[src/rtl/tx_fifo_rd_pkg.sv]
// Shared types and constants for the PCS TX FIFO read-side drain controller.
package tx_fifo_rd_pkg;

  typedef enum logic {
    WAIT   = 1'b0,
    STREAM = 1'b1
  } rd_state_t;

  localparam int BUF_DEPTH = 2;

  // Idle control block emitted whenever no FIFO word is available.
  localparam logic [65:0] DEFAULT_IDLE_WORD = {2'b10, 64'h1E};

endpackage

[src/rtl/tx_rd_skid_buf.sv]
// Two-entry ordered buffer: entry 0 is always the head. Supports simultaneous
// push and pop without disturbing word order.
module tx_rd_skid_buf
  import tx_fifo_rd_pkg::*;
#(
  parameter int DATA_WIDTH = 66
) (
  input  logic                  clk,
  input  logic                  rst,
  input  logic                  push,
  input  logic                  pop,
  input  logic [DATA_WIDTH-1:0] din,
  output logic [DATA_WIDTH-1:0] head,
  output logic [1:0]            occ
);

  logic [DATA_WIDTH-1:0] mem [BUF_DEPTH];
  logic [1:0]            occ_reg;
  logic [1:0]            occ_next;

  always_comb begin
    occ_next = occ_reg;
    if (push && !pop) begin
      occ_next = occ_reg + 2'd1;
    end else if (pop && !push) begin
      occ_next = occ_reg - 2'd1;
    end
  end

  always_ff @(posedge clk or posedge rst) begin
    if (rst) begin
      occ_reg <= 2'd0;
    end else begin
      occ_reg <= occ_next;
    end
  end

  // Data storage carries no reset; occ alone decides which entries are live.
  always_ff @(posedge clk) begin
    if (pop) begin
      mem[0] <= (push && occ_reg == 2'd1) ? din : mem[1];
    end else if (push && occ_reg == 2'd0) begin
      mem[0] <= din;
    end
    if (push && ((occ_reg == 2'd1 && !pop) || (occ_reg == 2'd2 && pop))) begin
      mem[1] <= din;
    end
  end

  assign head = mem[0];
  assign occ  = occ_reg;

  a_no_overflow : assert property (@(posedge clk) disable iff (rst)
    !(push && !pop && occ_reg == 2'(BUF_DEPTH)));
  a_no_underflow : assert property (@(posedge clk) disable iff (rst)
    !(pop && occ_reg == 2'd0));

endmodule

[src/rtl/tx_fifo_rd_ctrl.sv]
// Read-side drain controller for the PCS TX clock-crossing FIFO.
// Optional macro UNDERRUN_CNT_EN builds the saturating underrun event counter.
module tx_fifo_rd_ctrl
  import tx_fifo_rd_pkg::*;
#(
  parameter int                    DATA_WIDTH = 66,
  parameter int                    START_DLY  = 4,
  parameter logic [DATA_WIDTH-1:0] IDLE_WORD  = DATA_WIDTH'(DEFAULT_IDLE_WORD)
) (
  input  logic                  rclk,
  input  logic                  rrst,
  input  logic                  rempty,
  input  logic [DATA_WIDTH-1:0] rdata,
  output logic                  rinc,
  output logic [DATA_WIDTH-1:0] out_data,
  output logic                  out_idle,
  input  logic                  out_ready,
  output logic [15:0]           underrun_cnt
);

  localparam logic [7:0] START_LAST = 8'(START_DLY - 1);

  rd_state_t             state_reg;
  rd_state_t             state_next;
  logic [7:0]            start_cnt_reg;
  logic [7:0]            start_cnt_next;
  logic                  inflight_reg;
  logic [1:0]            occ;
  logic [DATA_WIDTH-1:0] head;
  logic                  have_word;
  logic                  pop;
  logic                  underrun;
  logic [2:0]            credit;

  tx_rd_skid_buf #(
    .DATA_WIDTH(DATA_WIDTH)
  ) u_buf (
    .clk  (rclk),
    .rst  (rrst),
    .push (inflight_reg),
    .pop  (pop),
    .din  (rdata),
    .head (head),
    .occ  (occ)
  );

  assign have_word = (state_reg == STREAM) && (occ != 2'd0);
  assign pop       = have_word && out_ready;
  assign out_data  = have_word ? head : IDLE_WORD;
  assign out_idle  = !have_word;

  // Credit counts words held plus the one in flight, minus the one leaving now.
  assign credit = 3'(occ) + 3'(inflight_reg) - 3'(pop);
  assign rinc   = (state_reg == STREAM) && !rempty && (credit < 3'(BUF_DEPTH));

  // An in-flight word does not count: the encoder wants a word this cycle.
  assign underrun = (state_reg == STREAM) && out_ready && (occ == 2'd0);

  always_comb begin
    state_next     = state_reg;
    start_cnt_next = start_cnt_reg;
    case (state_reg)
      WAIT: begin
        if (rempty) begin
          start_cnt_next = 8'd0;
        end else if (start_cnt_reg == START_LAST) begin
          state_next = STREAM;
        end else begin
          start_cnt_next = start_cnt_reg + 8'd1;
        end
      end
      STREAM: begin
        if (underrun) begin
          state_next     = WAIT;
          start_cnt_next = 8'd0;
        end
      end
      default: begin
        state_next     = WAIT;
        start_cnt_next = 8'd0;
      end
    endcase
  end

  always_ff @(posedge rclk or posedge rrst) begin
    if (rrst) begin
      state_reg     <= WAIT;
      start_cnt_reg <= 8'd0;
      inflight_reg  <= 1'b0;
    end else begin
      state_reg     <= state_next;
      start_cnt_reg <= start_cnt_next;
      inflight_reg  <= rinc;
    end
  end

`ifdef UNDERRUN_CNT_EN
  logic [15:0] underrun_cnt_reg;

  always_ff @(posedge rclk or posedge rrst) begin
    if (rrst) begin
      underrun_cnt_reg <= 16'h0000;
    end else if (underrun && underrun_cnt_reg != 16'hFFFF) begin
      underrun_cnt_reg <= underrun_cnt_reg + 16'd1;
    end
  end

  assign underrun_cnt = underrun_cnt_reg;
`else
  assign underrun_cnt = 16'h0000;
`endif

endmodule

[config.mk]
export PLATFORM = sky130hd
export DESIGN_NAME = tx_fifo_rd_ctrl
export DESIGN_NICKNAME = d
export VERILOG_FILES = /design/src/rtl/tx_fifo_rd_pkg.sv /design/src/rtl/tx_rd_skid_buf.sv /design/src/rtl/tx_fifo_rd_ctrl.sv
export SDC_FILE = /design/constraint.sdc
export NUM_CORES = 1
export LEC_CHECK = 0
export CAP_MARGIN = 10
export CORE_MARGIN = 3
export CORE_UTILIZATION = 44
export DETAILED_ROUTE_END_ITERATION = 12
export HOLD_SLACK_MARGIN = 0.08
export PLACE_DENSITY = 0.76
export SYNTH_ARGS = -nofsm -noshare
export SYNTH_HDL_FRONTEND = slang
export SYNTH_SLANG_ARGS = --single-unit
[constraint.sdc]
create_clock -name rclk -period 7.4 [get_ports rclk]
set_clock_uncertainty 0.2 [all_clocks]
set_input_delay 0.74 -clock rclk [delete_from_list [all_inputs] [get_ports rclk]]
set_output_delay 0.74 -clock rclk [all_outputs]
set_load 0.005 [all_outputs]
==> results.md, run 1 <==
* Post-synth EDFFs at 132
* Hold Crit Depth at 1
* Post-synthesis mux area share at 0.126
* CTS Root Cell: clkbuf_16
* Drt pass-1 iters at 4
* Worst r2r path cells at 7
* Synth-to-layout area growth at 33.5%
* Drt total wl at 11,800 um
* Most common cell in the synthesized netlist: edfxtp_1
* TritonCTS clock tree: yes
* I/O Pins at 154
* Final Hold Fails at 0
* Row count at 42
* Final setup viols at 0
* R2r setup slk at 4.23 ns
* Adder-cell share of the synthesized area at 0.0116
* Final routed DRC violation total at 0
* Max Fanout on Critical Path at 6
* Worst setup SP type: flip-flop
* Post-DR vias/cell at 4.99
* # fillers at 1,022
* Post-CTS Repair Setup Buffers at 0
* Final std cells w/o fill at 704
* Syn avg cell area at 16.1 um^2
* Synth area leaders: edfxtp_1, mux2_2, and2_1
* First-pass GRT wire length at 18,600 um
* Post-layout util at 0.605
* RSZ-0062 raised after global routing: no
* Peak supply drop at 149 uV
* Slew @ Worst Pin at 0.966 ns
* Min-delay worst type: flip-flop to flip-flop
* Ys async rst share at 0.0833
* Layout cell share with drive strength beyond 1 at 0.191
* Aggregate global routing overflow at 0
* NumNets Final at 592
* Die area at 0.0152 mm^2
* Area leader, netlist: edfxtp_1
* Max-cap violation count at 0
* Post-Syn Area at 0.00605 mm^2
* Post-synthesis cell type count at 34
* Final Power at 2.34 mW
* Largest family of logic cells by synthesized area: multiplexers
* Core area at 0.0133 mm^2
* Yosys top cell area share at 0.655
* Starting density of the core at 0.454
* Placed inst area at 0.00757 mm^2
* Initial antenna violation count at 0
* Longest Clk Path Bufs at 2
* Sink Count at 144
* Syn Inst Count at 375
* Critical Path AT at 3.33 ns
* Maximum clock frequency at 234 MHz
* DR WL/cell at 16.8 um
* Number of port buffers at 137
* Total CTS buffers at 17
* Top cells by count, synth: edfxtp_1, mux2_2, and2_1
* Rel. slew slack at 0.356
* Yosys warnings at 0
* Ys flop type: edfxtp_1
* CP Data Required Time at 6.46 ns
* Largest net degree at the start of global routing at 69
* Synth Area in Compound Gates at 0.0188
* Run status: completed
* Die H at 123 um
* Power per Cell Area at 289 mW/mm^2
* Max FFs per register at 132
* GP Congestion at 0.786
* Synth Area in Simple Gates at 0.0976
* Post-synthesis sequential area ratio at 0.704
* DPL Wire Length at 7480 um
* Ant. Diodes at 0
* H-tree depth at 4
* Setup TNS at 0 ns
* Final Cell Area at 0.00808 mm^2
* WS Path Type: flip-flop to primary output
* CTS Hold Bufs at 0
* GR Util All Layers at 0.163
* Register clock-pin slew on the reported worst setup and hold paths at 0.06 ns
* Post-route minimum period at 4.27 ns
* DR iter-0 viols at 186
* Leakage power at 2.81 nW
* Post-cts gate resize count at 0
* Final ANT Viol Nets at 0
* Pins Over Slew Limit at 0
* Xor/xnor share of the synthesized area at 0.00723
* Die width at 123 um
* Placed Cells at 674
* Synthesis-stage register bit count at 144
* Final Cycle Share at 0.578
* Clock insertion delay at the later pin of the skew report at 0.41 ns
* Vias in the first global route at 3,685
* Worst setup EP type: primary output
* Via count at 3,514
## layer usage
layer | GRT usage | vias up | share of wire
li1 | - | 1621 | -
met1 | 0.198 | 1737 | 0.41
met2 | 0.253 | 134 | 0.48
met3 | 0.0718 | 22 | 0.097
met4 | 0.0720 | 0 | 0.017
met5 | 0 | - | 0
## cell usage in the layout, fill, tap and decap left out, drive strengths merged
master         instances
or4b                   1
conb                  16
a21boi                 1
a21bo                  1
nor2b                  1
clkbuf                20
mux2                  66
nand2b                 7
fa                     1
nand3                  5
o41ai                  1
mux2i                  2
nor3                   3
nor2                   3
xnor2                  2
clkdlybuf4s50        137
inv                    4
xor2                   3
or3                    1
and3                   1
edfxtp               132
nand2                 12
bufinv                 1
o21ai                 10
clkinv                 8
or4                    1
a21oi                  1
ha                     4
and2                  63
o31ai                  2
clkinvlp               1
dfrtp                 12
buf                    3
nand4                  2
## power by group
group	leakage, nW	total (mW)	switching [mW]	internal (mW)
clock	0.249	0.743	0.294	0.450
combinational	1.21	0.573	0.264	0.309
sequential	1.35	1.02	0.0359	0.987
total	2.81	2.34	0.594	1.75
## worst max-delay path: stages (launching register included)
cell and delay (ns):
dfrtp_1 0.45, inv_1 0.11, ha_1 0.29, nor2b_4 0.14
nand2_1 0.18, xnor2_1 0.22, nand2b_1 0.18, fa_1 0.39
xor2_1 0.16, nor3_1 0.25, clkdlybuf4s50_1 0.55
## kinds of logic (layout without fill, tap and decap cells)
group / count (synthesis) / after routing
adder cells (fa/ha/maj): 5 / 5
buffers and inverters: 36 / 174
XOR/XNOR: 5 / 5
multiplexers: 68 / 68
AO/OA/AOI/OAI: 16 / 16
AND/OR/NAND/NOR: 100 / 100
flip-flops: 144 / 144
other: 1 / 16
## through the flow
stage | hold slack (ns) | setup slack (ns)
2_1_floorplan | 0.267 | 0.499
4_1_cts | 0.330 | 3.12
5_1_grt | 0.357 | 2.93
6_report | 0.329 | 3.13
3_5_place_dp | 0.322 | 3.29
3_3_place_gp | 0.293 | 3.42
## final timing paths
path                                    end        startpoint
max in group asynchronous  start_cnt_reg[1]              rrst
setup reg to reg           u_buf.mem[0][67]      u_buf.occ[1]
hold / removal             start_cnt_reg[4]  start_cnt_reg[4]
setup / recovery                       rinc      u_buf.occ[1]
min in group asynchronous      inflight_reg              rrst
hold reg to reg            start_cnt_reg[4]  start_cnt_reg[4]
## cell type report
class	count	area, um^2	share of cell area
inverter	4	15.0	0.00186
clock inverter	10	72.6	0.00898
timing repair buffer	140	1390	0.172
sequential	144	4260	0.528
tap	176	220	0.0272
clock buffer	20	437	0.0540
multi-input combinational	210	1680	0.208
No activity file was read; power rests on OpenSTA's default activity.
==> inputs of run 2 (changes only) <==
==> constraint.sdc (replaced) <==
create_clock -name rclk -period 3.8 [get_ports rclk]
set_clock_uncertainty 0.2 [all_clocks]
set_input_delay 0.38 -clock rclk [delete_from_list [all_inputs] [get_ports rclk]]
set_output_delay 0.38 -clock rclk [all_outputs]
set_load 0.005 [all_outputs]
==> run 2 against run 1 <==
Core utilization rose by 1.1 points; wire length rose by 0.97%; sequential cell count did not move.
==> results.md, run 2 (synthesis results as in run 1) <==
* Peak supply drop at 307 uV
* Layout cell share with drive strength beyond 1 at 0.210
* # fillers at 1,035
* RSZ-0062 raised after global routing: no
* Die H at 123 um
* Ant. Diodes at 0
* Core area at 0.0133 mm^2
* Most frequent cells in the layout: clkdlybuf4s50_1, edfxtp_1, mux2_2
* Vias in the first global route at 3,603
* Die area at 0.0152 mm^2
* GP Congestion at 0.813
* Total CTS buffers at 17
* Critical path cell sequence: inv_1, ha_4, nor2b_4, nand2_2, xnor2_1, nand2b_1, fa_1, nand2_1, nor3_2, clkdlybuf4s50_1
* I/O Pins at 154
* CP top delay family: adder cells
* Rel. slew slack at 0.385
* Worst setup SP type: flip-flop
* Final Hold Fails at 0
* Setup TNS at 0 ns
* Critical Path AT at 3.02 ns
* Aggregate global routing overflow at 0
* Row count at 42
* Crit path buffers/inverters at 2
* First-pass GRT wire length at 18,700 um
* Largest net degree at the start of global routing at 69
* Longest Clk Path Bufs at 2
* CP max-delay cell: clkdlybuf4s50_1
* Register clock-pin slew on the reported worst setup and hold paths at 0.06 ns
* GR Util All Layers at 0.164
* Die width at 123 um
* Reg2reg start: u_buf.occ[0]
* DPL Wire Length at 7400 um
* Final ANT Viol Nets at 0
* Worst r2r path cells at 7
* Final std cells w/o fill at 709
* Final setup viols at 0
* Synth-to-layout area growth at 35.9%
* Max-cap violation count at 0
* Via count at 3,491
* Drt pass-1 iters at 5
* Min-delay worst type: primary input to async pin
* CP Data Required Time at 3.22 ns
* Pins Over Slew Limit at 0
* Final Cycle Share at 0.946
* Max FFs per register at 132
* Final Cell Area at 0.00823 mm^2
* TritonCTS clock tree: yes
* Post-DR vias/cell at 4.92
* Power per Cell Area at 586 mW/mm^2
* FF-to-FF End: u_buf.mem[0][129]
* Leakage power at 2.87 nW
* Initial antenna violation count at 0
* Commonest non-fill, non-tap cell in the layout: clkdlybuf4s50_1
* Maximum clock frequency at 278 MHz
* Slew @ Worst Pin at 0.922 ns
* Starting density of the core at 0.454
* Run status: completed
* H-tree depth at 4
* DR iter-0 viols at 194
* Final routed DRC violation total at 0
* CTS Root Cell: clkbuf_16
* Number of port buffers at 137
* Worst Setup SP: u_buf.occ[0]
* Placed inst area at 0.00760 mm^2
* R2r setup slk at 1.12 ns
* DR WL/cell at 16.8 um
* Drt total wl at 11,900 um
* Max Fanout on Critical Path at 6
* WS Path Type: flip-flop to primary output
* Post-route minimum period at 3.60 ns
* Sink Count at 144
* Worst setup EP type: primary output
* Critical path's largest stage delay at 0.54 ns
* Placed Cells at 676
* Clock insertion delay at the later pin of the skew report at 0.42 ns
* NumNets Final at 595
* Post-layout util at 0.617
[run 2: power by group]
group          leakage (nW)  switching (mW)  internal [mW]  total (mW)
clock network         0.293           0.609           1.08        1.69
logic                  1.23           0.531          0.622        1.15
registers              1.35          0.0591           1.92        1.98
total                  2.87            1.20           3.63        4.83
[run 2: layout make-up]
cell class | count | area [um^2] | share of cell area
Inverter | 4 | 15.0 | 0.00182
Tap cell | 176 | 220 | 0.0268
Timing Repair Buffer | 143 | 1430 | 0.174
Clock buffer | 18 | 429 | 0.0522
Sequential cell | 144 | 4270 | 0.518
Multi-Input combinational cell | 210 | 1700 | 0.206
Clock inverter | 14 | 171 | 0.0208
[run 2: worst max-delay path by stage]
stage                        end  slack, ns  depth (start not counted)
3_5_place_dp                rinc       0.30                         10
3_3_place_gp                rinc       0.42                         10
6_report                    rinc       0.20                         10
5_1_grt                     rinc       0.02                         10
2_1_floorplan  u_buf.mem[0][100]       0.58                          6
4_1_cts                     rinc       0.02                         10
[run 2: stage by stage]
stage               total power [mW]  setup slack, ns  hold WS, ns
floorplan                       2.53            0.582       0.0447
global placement                3.13            0.418        0.283
detailed placement              3.15            0.296        0.310
CTS                             4.86           0.0236       0.0906
global route                    5.06           0.0213        0.121
finish                          4.83            0.205       0.0921
[run 2: what timing repair did]
| action | 4_1_cts | 5_1_grt |
|---|---|---|
| setup endpoints to repair | 1 | 1 |
| buffers inserted | 0 | 1 |
| hold endpoints to repair | 0 | 0 |
| gates resized for setup | 3 | 2 |
| pin swaps | 0 | 1 |
| hold buffers | 0 | 0 |
[run 2: routing by layer]
metal / up-vias / track usage / wire length (um)
met1: 1706 / 0.204 / 5120
li1: 1639 / - / -
met3: 13 / 0.0686 / 1030
met5: - / 0 / 0
met4: 0 / 0.0595 / 163
met2: 133 / 0.257 / 5610
